--- src/rtl/deadtime_gate_driver_pkg.sv ---
// Shared state encoding and gate patterns for the H-bridge gate driver
// and any controller-side block that needs to interpret them.
package deadtime_gate_driver_pkg;

  typedef enum logic [2:0] {
    IDLE,
    DT_TO_P,
    ON_P,
    DT_TO_N,
    ON_N
  } state_t;

  // {Q1,Q2,Q3,Q4}
  localparam logic [3:0] GATE_P   = 4'b1001;
  localparam logic [3:0] GATE_N   = 4'b0110;
  localparam logic [3:0] GATE_OFF = 4'b0000;

  function automatic logic [3:0] gate_for(input state_t s);
    case (s)
      ON_P:    return GATE_P;
      ON_N:    return GATE_N;
      default: return GATE_OFF;
    endcase
  endfunction

  function automatic logic is_dead(input state_t s);
    return (s == DT_TO_P) || (s == DT_TO_N);
  endfunction

endpackage

--- src/rtl/hc_timer.sv ---
// Loadable saturating counter (down or up) with a done flag comparing the
// count against a target: count <= target when counting down, >= when up.
module hc_timer #(
  parameter int WIDTH      = 8,
  parameter bit COUNT_DOWN = 1'b0
) (
  input  logic             clk,
  input  logic             rst_n,
  input  logic             load,
  input  logic [WIDTH-1:0] load_value,
  input  logic             run,
  input  logic [WIDTH-1:0] target,
  output logic             done
);

  logic [WIDTH-1:0] count;

  always_ff @(posedge clk) begin
    if (!rst_n) begin
      count <= '0;
    end else if (load) begin
      count <= load_value;
    end else if (run) begin
      if (COUNT_DOWN) begin
        if (count != '0) count <= count - WIDTH'(1);
      end else begin
        if (count != '1) count <= count + WIDTH'(1);
      end
    end
  end

  assign done = COUNT_DOWN ? (count <= target) : (count >= target);

endmodule

--- src/rtl/deadtime_gate_driver.sv ---
// Full-bridge gate sequencer: inserts a dead-time between polarity changes
// and enforces a minimum ON dwell before honouring a new switching request.
module deadtime_gate_driver
  import deadtime_gate_driver_pkg::*;
#(
  parameter int DT_WIDTH    = 8,
  parameter int DWELL_WIDTH = 16
) (
  input  logic                   i_clock,
  input  logic                   i_RESET,
  input  logic                   i_sigma,
  input  logic                   i_enable,
  input  logic [DT_WIDTH-1:0]    i_deadtime,
  input  logic [DWELL_WIDTH-1:0] i_min_dwell,
  output logic [3:0]             o_gate,
  output logic                   o_sigma_applied,
  output logic                   o_busy,
  output logic [DWELL_WIDTH-1:0] o_switch_count
);

  state_t state, state_next;

  logic dt_load, dt_run, dt_done;
  logic dwell_load, dwell_run, dwell_done;
  logic commutate;
  logic [DT_WIDTH-1:0] dt_load_value;

  // Loading N-1 and finishing on zero gives exactly max(N,1) dead cycles.
  assign dt_load_value = (i_deadtime == '0) ? '0 : i_deadtime - DT_WIDTH'(1);

  always_comb begin
    state_next = state;
    dt_load    = 1'b0;
    dt_run     = 1'b0;
    dwell_load = 1'b0;
    dwell_run  = 1'b0;
    commutate  = 1'b0;
    case (state)
      IDLE: begin
        if (i_enable) begin
          state_next = i_sigma ? DT_TO_P : DT_TO_N;
          dt_load    = 1'b1;
        end
      end
      DT_TO_P, DT_TO_N: begin
        dt_run = 1'b1;
        if (dt_done) begin
          state_next = (state == DT_TO_P) ? ON_P : ON_N;
          dwell_load = 1'b1;
          commutate  = 1'b1;
        end
      end
      ON_P: begin
        dwell_run = 1'b1;
        if (!i_sigma && dwell_done) begin
          state_next = DT_TO_N;
          dt_load    = 1'b1;
        end
      end
      ON_N: begin
        dwell_run = 1'b1;
        if (i_sigma && dwell_done) begin
          state_next = DT_TO_P;
          dt_load    = 1'b1;
        end
      end
      default: state_next = IDLE;
    endcase
    if (!i_enable) begin
      state_next = IDLE;
      dt_load    = 1'b0;
      dwell_load = 1'b0;
      commutate  = 1'b0;
    end
  end

  // Outputs are registered from the next state so they line up with it.
  always_ff @(posedge i_clock) begin
    if (!i_RESET) begin
      state           <= IDLE;
      o_gate          <= GATE_OFF;
      o_sigma_applied <= 1'b0;
      o_busy          <= 1'b0;
      o_switch_count  <= '0;
    end else begin
      state  <= state_next;
      o_gate <= gate_for(state_next);
      o_busy <= is_dead(state_next);
      if (state_next == ON_P) o_sigma_applied <= 1'b1;
      else if (state_next == ON_N) o_sigma_applied <= 1'b0;
      if (commutate) o_switch_count <= o_switch_count + DWELL_WIDTH'(1);
    end
  end

  hc_timer #(
    .WIDTH      (DT_WIDTH),
    .COUNT_DOWN (1'b1)
  ) dt_timer (
    .clk        (i_clock),
    .rst_n      (i_RESET),
    .load       (dt_load),
    .load_value (dt_load_value),
    .run        (dt_run),
    .target     ('0),
    .done       (dt_done)
  );

  hc_timer #(
    .WIDTH      (DWELL_WIDTH),
    .COUNT_DOWN (1'b0)
  ) dwell_timer (
    .clk        (i_clock),
    .rst_n      (i_RESET),
    .load       (dwell_load),
    .load_value ('0),
    .run        (dwell_run),
    .target     (i_min_dwell),
    .done       (dwell_done)
  );

endmodule
--- config.mk ---
export PLATFORM = sky130hd
export DESIGN_NAME = deadtime_gate_driver
export DESIGN_NICKNAME = d
export VERILOG_FILES = /design/src/rtl/deadtime_gate_driver_pkg.sv /design/src/rtl/hc_timer.sv /design/src/rtl/deadtime_gate_driver.sv
export SDC_FILE = /design/constraint.sdc
export NUM_CORES = 1
export LEC_CHECK = 0
export ABC_AREA = 1
export CORE_MARGIN = 4
export CORE_UTILIZATION = 35
export DETAILED_ROUTE_END_ITERATION = 10
export GPL_TIMING_DRIVEN = 0
export PLACE_DENSITY = 0.52
export SYNTH_ARGS = -nofsm -noshare
export SYNTH_HDL_FRONTEND = slang
export SYNTH_SLANG_ARGS = --single-unit
--- constraint.sdc ---
create_clock -name i_clock -period 4.12 [get_ports i_clock]
set_input_delay 0.824 -clock i_clock [delete_from_list [all_inputs] [get_ports i_clock]]
set_output_delay 0.824 -clock i_clock [all_outputs]
set_load 0.02 [all_outputs]
---- Yosys cells after proc, flatten, opt, wreduce, memory -nomap -nowiden ----
Index checks and enable logic that the tools add are counted.
word-level totals
  RAM bits ................................ 0
  memory bits (read-only) ................. 0
  output and inout bits ................... 22
  register bits ........................... 49
  latch bits .............................. 0
  memories kept ........................... 0
cells by class
  $mul .................................... 0
  bitwise operators ....................... 1
  reduce and logical (&&, ||, !) cells .... 15
  div/mod/pow operators ................... 0
  equal/unequal tests ..................... 9
  $add $sub $neg .......................... 4
  mux-type cells .......................... 23
  $lt $le $gt $ge ......................... 2
  shift operators ......................... 0
operators by type and width
  kind                                                                   number
  16-bit by 1-bit adder with 16-bit output, second input constant        2
  8-bit 2-to-1 mux                                                       4
  16-bit greater-or-equal comparator                                     1
  16-bit != test, second input constant                                  1
  8-bit by 1-bit subtractor with 8-bit output, second input constant     2
  3-bit 2-to-1 mux                                                       5
  3-bit by 2-bit equality test with 1-bit output, second input constant  4
  3-bit one-hot mux with 4 select lines                                  1
  1-bit 2-to-1 mux                                                       10
  8-bit by 1-bit <= comparator with 1-bit output, second input constant  1
  8-bit zero test                                                        1
  4-bit one-hot mux with 2 select lines                                  1
  8-bit nonzero test                                                     1
  3-bit by 1-bit equality test with 1-bit output, second input constant  2
  3-bit equality test, second input constant                             2
  2-bit nonzero test                                                     3
  2-bit OR reduction                                                     3
  2-bit AND reduction                                                    2
  3-bit zero test                                                        1
  1-bit one-hot mux with 3 select lines                                  1
  1-bit logical AND                                                      2
  2-bit 2-to-1 mux                                                       1
  1-bit zero test                                                        1
  1-bit logical OR                                                       1
  1-bit inverter                                                         1

---- Depth between registers and ports, before layout ----
Gate-level depths: netlist of run 1.
  word-level depth ........................ 8
  gate-level depth with buffers ........... 19

---- Modules after synthesis ----
A second synthesis of run 1 with hierarchy kept.
unflattened totals
  cells, all modules ...................... 594
  area, all modules ....................... 3,721.1 µm²
by module, submodules not included
  module                  times used  area each (µm²)  cells an instance
  hc_timer (dwell_timer)  1           1,572.8          257
  deadtime_gate_driver    1           1,356.3          211
  hc_timer (dt_timer)     1           792.0            126

---- Worst setup path before layout of run 1 ----
No wires, ideal clock.
  kind .................................... in2reg
  start point ............................. in i_min_dwell[3]
  end point ............................... reg dt_timer.count[0]
  stages .................................. 17
  library setup time ...................... 0.116 ns
  setup slack ............................. 1.753 ns
  arrival time ............................ 2.252 ns
  path through ............................ inv_1 > ha_1 > nand2_1 > nor2_1 > nand2_1 > nand2_1 > nor2_1 > nand2_1 > nand2_1 > nand2_1 > nand3_1 > nand3_1 > nand2_1 > buf_2 > inv_1 > o21ai_0 > nor2_1
on the way
  word-level cells in the longest chain between the ends .. 7
  elaborated cells between the ends (all ways) .. 11
ends and longest elaborated chain
  element                                    RTL line                                                RTL
  start, declared                            deadtime_gate_driver.sv:14                              input logic [DWELL_WIDTH-1:0] i_min_dwell,
  16-bit greater-or-equal comparator (*)     hc_timer.sv:32                                          assign done = COUNT_DOWN ? (count <= target) : (count >= target);
  1-bit logical AND (on tied branches)       deadtime_gate_driver.sv:62, deadtime_gate_driver.sv:55
  1-bit 2-to-1 mux (on tied branches)        deadtime_gate_driver.sv:62, deadtime_gate_driver.sv:55
  1-bit one-hot mux with 3 select lines (*)  deadtime_gate_driver.sv:38                              case (state)
  1-bit 2-to-1 mux (*)                       deadtime_gate_driver.sv:69                              if (!i_enable) begin
  2-bit nonzero test (no source line)        --
  2-bit AND reduction (no source line)       --
  end signal, assigned                       hc_timer.sv:22                                          count <= load_value;
  end signal, assigned                       hc_timer.sv:25                                          if (count != '0) count <= count - WIDTH'(1);
  end signal, assigned                       hc_timer.sv:27                                          if (count != '1) count <= count + WIDTH'(1);
  end, declared                              hc_timer.sv:16                                          logic [WIDTH-1:0] count;
Mark *: on every way between the ends. The rest lies on a longest branch, timed or not.
A chain may end at the register's enable or synchronous reset.

---- Worst setup path in the final report of run 1 ----
  start point ............................. in i_min_dwell[7]
  end point ............................... reg dt_timer.count[0]
Same word-level chain as after synthesis.

==> key figures, run 1 <==
Outcome
  • Status: completed

Routing
  • # DRC: 0
  • Number of vias per cell: 4.660
  • DR vias: 3001
  • Total Wirelength: between 7000 and 8000 um
  • Post-route ant nets: 0
  • Post-detailed-route wirelength per cell: 11.21 um
  • First-pass iteration count of the detailed router: 4
  • DRT iter0 DRCs: 142

Yosys
  • Cell area after synthesis: 3141 um2
  • Asr flop ratio synth: 0%
  • Synthesized Nets: 529
  • Ys Warns: 0
  • Top FF cell, synth: dfxtp_1
  • Seq cells post-synth: 47
  • Sequential area share after synthesis: 29.96%
  • Synth Area per Inst: 6.529 um2
  • Synth unique cells: 35
  • Top cells by area, synth: dfxtp_1, nand2_1, inv_1
  • Post-synth top area cell: dfxtp_1
  • Share of the synthesized area in the top cell type: 29.96%
  • Post-synth EDFFs: 0
  • Synth Instances: 481

STA
  • Hold Slack: 0.4908 ns
  • Final Critical Period: 2.933 ns
  • TNS Setup: 0 ns
  • Final worst path period share: 71.19%
  • Peak Freq: 0.3409 GHz
  • Setup violators final: 0
  • RSZ-0062 raised after global routing: false
  • Worst clock skew: 0.004955 ns
  • Fin. Hold Viols: 0
  • Pins Over Slew Limit: 0
  • Relative slew slack: 65.33%
  • Slew @ Worst Pin: 0.5201 ns

Hold path
  • HP Class: reg2reg
  • Min-Delay Path Depth: 2
  • Hold path startpoint: o_switch_count[14]

CTS
  • Num CTS Buffers: 5
  • Hold_buf cts: 0
  • Clock root cell: clkbuf_8
  • Resized cells post-CTS: 0
  • H-tree depth: 2
  • Clock Latency Late Sink: 0.29 ns
  • Clock buffer depth: 2
  • CTS tree: yes
  • Clk slew on worst S/H paths: 0.09 ns
  • TritonCTS Sinks: 47
  • # Post-CTS Setup Buffers: 0

Setup path
  • Reg2reg start: dt_timer.count[0]
  • Worst-path maximum fanout: 10
  • Crit. Startpoint: i_min_dwell[7]
  • Worst EP required: 4.31 ns
  • Crit path launch type: primary input
  • Worst setup EP type: register
  • Reg2reg path depth: 12
  • Crit path kind: in2reg
  • Critical Path AT: 3.12 ns

Global routing
  • Vias in the first global route: 2719
  • Total track usage: 14.40%
  • Largest net degree at the start of global routing: 14
  • Grt ovf: 0
  • First-pass GRT wire length: ~12000 um
  • Initial antenna violation count: 0

Die
  • CORE AREA: 8721 um2
  • Initial Util: 36.01%
  • Chip Width: 102.7 um
  • Die ar.: 10550 um2
  • Die Height: ~100 um
  • Row count: 34
  • Ports: 50

Cells and area
  • Layout filler cell count: 953
  • Area Growth Syn to Fin: 22.87%
  • Post-Layout Inst Area: 3859 um2
  • # diodes: 0
  • Share of layout cells above drive strength 1: 5.410%
  • Nets: 584

Job
  • Max cap viols: 0

Power and ir drop
  • Final total power: 1.045 mW
  • Leak: 1.728 nW
  • Worst ir drop on vdd: 137.0 uV
  • Pwr dens: 270.8 nW/um2

Placement
  • Port bufs: between 40 and 50
  • Placer Congestion: 0.8402
  • Post-DP HPWL: between 5000 and 6000 um
  • Area after DPL: 3756 um2
metal layers:
layer | vias up | wire length (um) | track usage, %
met4 | 0 | 48 | 3.633
li1 | 1635 | - | -
met1 | 1297 | 3752 | 20.95
met2 | 67 | 3008 | 22.10
met3 | 2 | 410 | 2.368
met5 | - | 0 | 0
critical path, stage by stage:
cell and delay, ns:
clkdlybuf4s50_1 0.45, inv_1 0.04, ha_1 0.29, nand2_1 0.09, nor2_1 0.06, nand2_1 0.06, nand2_1 0.04, nor2_1 0.08
nand2_1 0.09, nand2_1 0.07, nand2_1 0.09, nand3_1 0.10, nand3_1 0.12, nand2_1 0.13, buf_2 0.24, inv_1 0.06
o21ai_0 0.19, nor2_1 0.07
power by group:
group,internal [mW],switching [mW],leakage [nW]
Clock,0.178,0.152,0.0513
Sequential,0.472,0.0131,0.381
Combinational,0.0970,0.133,1.30
layout make-up:
class	count	area [um2]	area share [%]
clock buffer	6	72.57	1.881
inverter	87	326.6	8.463
multi-input combinational	337	1819	47.15
timing repair buffer	48	480.5	12.45
buffer	10	53.80	1.394
sequential	47	940.9	24.38
clock inverter	1	30.03	0.7782
tap	108	135.1	3.502
layout by cell type, fill, tap and decap left out, drive strengths merged, types with 2 or more instances in the layout:
master	netlist	layout
nand2	97	97
inv	85	85
nor2	68	68
clkdlybuf4s50	0	48
dfxtp	47	47
a21oi	38	38
nand3	36	36
ha	20	20
o21ai	18	18
nor3	16	16
xor2	13	13
nand4	12	12
clkbuf	4	10
buf	6	6
xnor2	5	5
o21a	3	3
clkinv	2	2
a21boi	2	2
o31ai	2	2
o21bai	2	2
synth_stat cells (2+ instances only):
library cell	number
nand2_1	93
inv_1	83
nor2_1	65
dfxtp_1	47
a21oi_1	38
nand3_1	34
ha_1	20
o21ai_0	18
nor3_1	15
xor2_1	13
nand4_1	12
xnor2_1	5
buf_2	4
nand2_2	4
clkbuf_1	3
o21a_1	3
a21boi_0	2
buf_4	2
clkinv_1	2
inv_2	2
nor2_4	2
logic make-up after synthesis:
family / after synthesis / synth area share [%]
flops: 47 / 29.96
buf+inv: 97 / 12.11
compound gates: 66 / 11.87
xor+xnor: 18 / 5.020
simple gates: 233 / 33.07
fa+ha+maj: 20 / 7.968
stage by stage:
step	worst slack, ns	std cells	utilization (%)
detailed placement	0.8543	637	43.07
global placement	0.8990	637	43.07
finish	1.187	644	44.25
global route	0.9288	644	44.25
floorplan	1.753	481	-
CTS	1.176	644	44.25
registers in the layout (all words and copies together) (netlist names):
name	flops
o_sigma_applied	1
state	3
dt_timer.count	8
o_busy	1
o_switch_count	16
o_gate	2
dwell_timer.count	16
worst paths after layout:
check / endpoint / slack [ns]
worst max register to register: dwell_timer.count[0] / 1.74
worst max-delay path: dt_timer.count[0] / 1.19
worst min-delay path: o_switch_count[14] / 0.49
worst min register to register: o_switch_count[14] / 0.49
(Power assumes the default switching activity.)
==> run 2, diff against run 1 <==
==> constraint.sdc (replaced) <==
create_clock -name i_clock -period 2.9 [get_ports i_clock]
set_input_delay 0.58 -clock i_clock [delete_from_list [all_inputs] [get_ports i_clock]]
set_output_delay 0.58 -clock i_clock [all_outputs]
set_load 0.02 [all_outputs]
==> run 2 against run 1 <==
Compared with the run above:
- worst setup slack got worse by 0.92 ns
- via count decreased by 0.17%
- sequential cell count unchanged
- cell area increased by 0.19%
- sequential power increased by 42%
- combinational power increased by 43%
- utilization increased by 0.086 points
- global-route usage unchanged
==> key figures, run 2 (synthesized netlist as in run 1, its figures left out) <==
Die
  • Chip Width: 102.7 um (unchanged)
  • CORE AREA: 8721 um2 (unchanged)
  • Initial Util: 36.01% (unchanged)
  • Row count: 34 (unchanged)
  • Die Height: 102.7 um (unchanged)
  • Die ar.: 10550 um2 (unchanged)
  • Ports: 50 (unchanged)

Setup path
  • Slowest stage cell, crit path: clkdlybuf4s50_1
  • Reg-to-reg setup timing slack: 0.55 ns (-1.19 ns)
  • Worst EP required: 3.09 ns (-1.22 ns)
  • Crit path launch type: primary input
  • Worst setup EP type: register
  • Reg2reg path depth: 12 (unchanged)
  • Reg2reg start: dt_timer.count[0]
  • Critical Path AT: 2.82 ns (-0.30 ns)
  • Crit path kind: in2reg
  • Max stage delay on crit path: 0.45 ns (about the same)
  • Critical Path Most Common Cell: nand2_1
  • Chain of cells forming the critical path: clkdlybuf4s50_1, inv_1, ha_1, nand2_1, nor2_1, nand2_1, nand2_1, nor2_1, nand2_1, nand2_1, nand2_1, nand3_1, nand3_2, nand2_1, clkbuf_4, inv_1, o21ai_0, nor2_1
  • Worst-path maximum fanout: 10 (unchanged)
  • Reg2reg end: dwell_timer.count[0]

Placement
  • Port bufs: 48 (unchanged)
  • Area after DPL: 3756 um2 (unchanged)
  • Placed insts: 637 (unchanged)
  • Placer Congestion: 0.8402 (unchanged)
  • Post-DP HPWL: 5724 um (unchanged)
  • Placement Setup Slack: -0.1217 ns (-0.9760 ns)

Power and ir drop
  • Sw Ratio: 28.49% (-0.053 points)
  • Sequential Power Share: 46.4% (about the same)
  • Switch Pwr: 0.4230 mW (+42%)
  • Worst ir drop on vdd: 194.7 uV (+42%)
  • Leak: 1.732 nW (+0.19%)
  • Pwr dens: 384.1 nW/um2 (+42%)
  • Clock Power Share: 31.6% (about the same)
  • Comb pwr share: 22.1% (about the same)
  • P_int: 1.062 mW (+42%)

CTS
  • TritonCTS Sinks: 47 (unchanged)
  • Clock Latency Late Sink: 0.29 ns (about the same)
  • CTS tree: yes
  • Num CTS Buffers: 5 (unchanged)
  • Clock buffer depth: 2 (unchanged)
  • Clk slew on worst S/H paths: 0.09 ns (about the same)
  • Clock root cell: clkbuf_8
  • H-tree depth: 2 (unchanged)

Routing
  • Post-route ant nets: 0 (unchanged)
  • First-pass iteration count of the detailed router: 4 (unchanged)
  • DRT iter0 DRCs: 126 (-11%)
  • DR vias: 2996 (-0.17%)
  • Number of vias per cell: 4.652 (-0.17%)
  • # DRC: 0 (unchanged)
  • Post-detailed-route wirelength per cell: 11.21 um (about the same)
  • Total Wirelength: 7218 um (about the same)

STA
  • Setup violators final: 0 (unchanged)
  • Slew @ Worst Pin: 0.5072 ns (-0.01290 ns)
  • TNS Setup: 0 ns (unchanged)
  • Fin. Hold Viols: 0 (unchanged)
  • RSZ-0062 raised after global routing: false
  • Peak Freq: about 0.38 GHz
  • Relative slew slack: 66.19% (+0.86 points)
  • Worst clock skew: 0.004623 ns (-0.0003318 ns)
  • Final worst path period share: about 91%
  • Pins Over Slew Limit: 0 (unchanged)
  • Worst setup slack after layout: 0.2677 ns (-0.9192 ns)
  • Final Critical Period: 2.632 ns

Outcome
  • Status: completed

Cells and area
  • Area Growth Syn to Fin: 23.11%
  • Largest registers: dwell_timer.count (16), o_switch_count (16), dt_timer.count (8)
  • Share of layout cells above drive strength 1: 5.597% (+0.19 points)
  • Layout filler cell count: 954 (+0.10%)
  • # diodes: 0 (unchanged)
  • Final cell count without fillers: 644 (unchanged)
  • Most frequent cells in the layout: nand2_1, inv_1, nor2_1
  • Commonest non-fill, non-tap cell in the layout: nand2_1
  • Post-Layout Inst Area: 3866 um2 (+0.19%)
  • Nets: 584 (unchanged)

Hold path
  • HP Class: reg2reg
  • Hold EP: o_switch_count[14]
  • Hold path startpoint: o_switch_count[14]
  • Min-Delay Path Depth: 2 (unchanged)

Job
  • Max cap viols: 0 (unchanged)

Global routing
  • Vias in the first global route: 2719 (unchanged)
  • Largest net degree at the start of global routing: 14 (unchanged)
  • Initial antenna violation count: 0 (unchanged)
  • Total track usage: 14.40% (unchanged)
  • First-pass GRT wire length: 12310 um (unchanged)
  • Grt ovf: 0 (unchanged)
==> run 2: area by class of cell <==
cell class	instances	area (um2)	area share, %
Multi-Input combinational cell	337	1824	47.18
Sequential cell	47	940.9	24.34
Timing Repair Buffer	48	480.5	12.43
Inverter	87	326.6	8.447
Tap cell	108	135.1	3.495
Clock buffer	6	72.57	1.877
Buffer	10	56.30	1.456
Clock inverter	1	30.03	0.7767
==> run 2: through the flow <==
step | hold slack (ns) | power, mW | utilization (%)
floorplan | 0.4517 | 0.9321 | -
global placement | 0.4731 | 1.028 | 43.07
detailed placement | 0.4817 | 1.031 | 43.07
CTS | 0.4937 | 1.504 | 44.25
global route | 0.5433 | 1.581 | 44.33
finish | 0.4911 | 1.485 | 44.33
==> run 2: power by group through the flow <==
stage	logic [mW]	registers, mW	clock network [mW]
after floorplan	0.229	0.703	0
after global placement	0.325	0.703	0
after detailed placement	0.327	0.704	0
after CTS	0.329	0.689	0.487
after global routing	0.380	0.692	0.509
final	0.328	0.688	0.469
==> run 2: critical path, delay by kind of cell <==
| family | cells | cell delay, ns |
|---|---|---|
| buffers and inverters | 4 | 0.77 |
| adders and majority gates | 1 | 0.29 |
| and+or+nand+nor | 12 | 1.01 |
| AOI/OAI and AO/OA | 1 | 0.17 |
==> run 2: worst max path at each step <==
stage	startpoint	endpoint	slack, ns	depth (start not counted)
finish	i_min_dwell[7]	dt_timer.count[0]	0.27	18
global route	i_min_dwell[7]	dt_timer.count[6]	0.03	18
CTS	i_min_dwell[7]	dt_timer.count[0]	0.20	18
global placement	i_min_dwell[7]	dt_timer.count[0]	-0.08	18
floorplan	i_min_dwell[3]	dt_timer.count[0]	0.78	17
detailed placement	i_min_dwell[7]	dt_timer.count[0]	-0.12	18
==> run 2: per-layer routing <==
metal / routed length, um / track usage (%) / vias up
met5: 0 / 0 / -
met4: 48 / 3.633 / 0
li1: - / - / 1631
met3: 430 / 2.368 / 2
met2: 3013 / 22.10 / 65
met1: 3725 / 20.95 / 1298
==> run 2: repair_timing <==
action,in CTS,in global routing
resized for setup,0,2
hold buffers,0,0
setup buffers,0,0
setup endpoints to repair,0,3
==> run 3, diff against run 2 <==
--- a/config.mk
+++ b/config.mk
@@ -6,11 +6,13 @@
 export NUM_CORES = 1
 export LEC_CHECK = 0
 export ABC_AREA = 1
+export CELL_PAD_IN_SITES_DETAIL_PLACEMENT = 1
+export CELL_PAD_IN_SITES_GLOBAL_PLACEMENT = 1
 export CORE_MARGIN = 4
 export CORE_UTILIZATION = 35
 export DETAILED_ROUTE_END_ITERATION = 10
 export GPL_TIMING_DRIVEN = 0
-export PLACE_DENSITY = 0.52
+export PLACE_DENSITY = 0.71
 export SYNTH_ARGS = -nofsm -noshare
 export SYNTH_HDL_FRONTEND = slang
 export SYNTH_SLANG_ARGS = --single-unit
==> run 3 against run 2 <==
Compared with the run above:
- first-iteration DRC count decreased by 37%
- clock skew decreased by 0.0026 ns
- utilization unchanged
- critical path type unchanged
- highest routed layer unchanged
==> key figures, run 3 (synthesized netlist as in run 1, its figures left out) <==
Outcome
  • Status: completed

Die
  • Row count: 34 (unchanged)
  • Die ar.: 10550 um2 (unchanged)
  • Chip Width: 102.7 um (unchanged)
  • Ports: 50 (unchanged)
  • Die Height: 102.7 um (unchanged)
  • CORE AREA: 8721 um2 (unchanged)
  • Initial Util: 36.01% (unchanged)

STA
  • Peak Freq: 0.3789 GHz (-0.26%)
  • Pins Over Slew Limit: 0 (unchanged)
  • Hold Slack: 0.4889 ns (-0.002125 ns)
  • Setup violators final: 0 (unchanged)
  • Worst clock skew: 0.002042 ns (-0.002581 ns)
  • Final worst path period share: 91.01% (+0.24 points)
  • Slew @ Worst Pin: 0.4930 ns (-0.01422 ns)
  • RSZ-0062 raised after global routing: false
  • Final Critical Period: 2.639 ns (+0.006986 ns)
  • Relative slew slack: 67.13% (+0.95 points)
  • Fin. Hold Viols: 0 (unchanged)

Setup path
  • Worst-path maximum fanout: 10 (unchanged)
  • Crit path kind: in2reg
  • Worst setup EP type: register
  • Worst EP required: 3.10 ns (about the same)
  • Critical Path AT: 2.84 ns (+0.02 ns)
  • Crit path launch type: primary input

CTS
  • Hold_buf cts: 0 (unchanged)
  • Clock buffer depth: 2 (unchanged)
  • TritonCTS Sinks: 47 (unchanged)
  • CTS tree: yes
  • H-tree depth: 2 (unchanged)
  • Clock root cell: clkbuf_8
  • Clock Latency Late Sink: 0.29 ns (about the same)
  • Num CTS Buffers: 5 (unchanged)
  • Clk slew on worst S/H paths: 0.09 ns (about the same)

Cells and area
  • Most frequent cells in the layout: nand2_1, inv_1, nor2_1
  • Largest registers: dwell_timer.count (16), o_switch_count (16), dt_timer.count (8)
  • FF/Latch Area: 940.9 um2 (unchanged)
  • Area Growth Syn to Fin: 23.11% (unchanged)
  • # diodes: 0 (unchanged)
  • Share of layout cells above drive strength 1: 6.145% (+0.55 points)
  • Layout filler cell count: 1145 (+20%)
  • Nets: 584 (unchanged)
  • Area of the multi-input gates: 1827 um2 (+0.14%)
  • Commonest non-fill, non-tap cell in the layout: nand2_1

Routing
  • # DRC: 0 (unchanged)
  • Post-route ant nets: 0 (unchanged)
  • Post-detailed-route wirelength per cell: 12.63 um (+13%)
  • First-pass iteration count of the detailed router: 4 (unchanged)
  • Number of vias per cell: 4.864 (+4.5%)
  • DRT iter0 DRCs: 79 (-37%)
  • Total Wirelength: 8146 um (+13%)
  • DR vias: 3137 (+4.7%)

Global routing
  • Vias in the first global route: 3127 (+15%)
  • Initial antenna violation count: 0 (unchanged)
  • Total track usage: 16.43% (+2.0 points)
  • Largest net degree at the start of global routing: 14 (unchanged)
  • Grt ovf: 0 (unchanged)
  • First-pass GRT wire length: 14050 um (+14%)

Job
  • Max cap viols: 0 (unchanged)

Placement
  • Post-DP HPWL: 6696 um (+17%)
  • Port bufs: 48 (unchanged)
  • Placer Congestion: 0.7653 (-8.9%)

Power and ir drop
  • Final total power: 1.460 mW (-1.7%)
  • Leak: 1.729 nW (-0.13%)
  • Worst ir drop on vdd: 193.5 uV (-0.60%)
  • Pwr dens: 377.6 nW/um2 (-1.7%)

Hold path
  • HP Class: reg2reg
-- run 3: layout make-up --
class,count,share of cell area [%]
clock buffers,8,2.589
flip-flops and latches,47,24.34
plain buffers,10,1.456
well taps,108,3.495
multi-input cells,337,47.25
repair buffers,48,12.43
inverters,87,8.447
-- run 3: metrics by stage --
| stage | util [%] | std cells | setup WS, ns | TNS, ns | cell area, um2 |
|---|---|---|---|---|---|
| CTS | 44.22 | 645 | 0.1571 | 0 | 3856 |
| detailed placement | 43.07 | 637 | -0.1688 | -0.9784 | 3756 |
| global placement | 43.07 | 637 | -0.1040 | -0.4607 | 3756 |
| floorplan | - | 481 | 0.7767 | 0 | 3141 |
| global route | 44.33 | 645 | 0.04151 | 0 | 3866 |
| finish | 44.33 | 645 | 0.2607 | 0 | 3866 |
-- run 3: power breakdown --
group          total [mW]  switching, mW  internal, mW
clock network       0.437          0.219         0.218
logic               0.335          0.195         0.140
registers           0.688         0.0180         0.670
total                1.46          0.432          1.03
-- run 3: final timing paths --
| kind | start | endpoint | slack, ns | depth (start not counted) |
|---|---|---|---|---|
| setup / recovery | i_min_dwell[7] | dt_timer.count[3] | 0.26 | 19 |
| hold / removal | dwell_timer.count[4] | dwell_timer.count[4] | 0.49 | 2 |
| setup reg to reg | dt_timer.count[0] | dwell_timer.count[6] | 0.59 | 12 |
| hold reg to reg | dwell_timer.count[4] | dwell_timer.count[4] | 0.49 | 2 |
-- run 3: critical path: stages --
cell and delay (ns):
clkdlybuf4s50_1 0.46, inv_1 0.04, ha_1 0.29, nand2_1 0.08
nor2_1 0.15, nand2_1 0.07, nand2_1 0.06, nor2_1 0.03
nand2_1 0.11, nand2_1 0.08, nand2_2 0.10, nand3_1 0.10
nand3_1 0.14, nand2_2 0.10, buf_4 0.20, nand2_1 0.07
nand2_1 0.04, nor2_1 0.09, nor2_1 0.04
-- run 3: timing repair --
| action | CTS | global route |
|---|---|---|
| setup endpoints to repair | 0 | 8 |
| buffers inserted | 0 | 0 |
| gates resized for setup | 0 | 6 |
-- run 3: per-layer routing --
layer	GRT usage (%)	part of all wire, %
met2	28.60	47
met1	21.61	48
met3	2.842	3.8
met4	2.725	0.82
met5	0	0
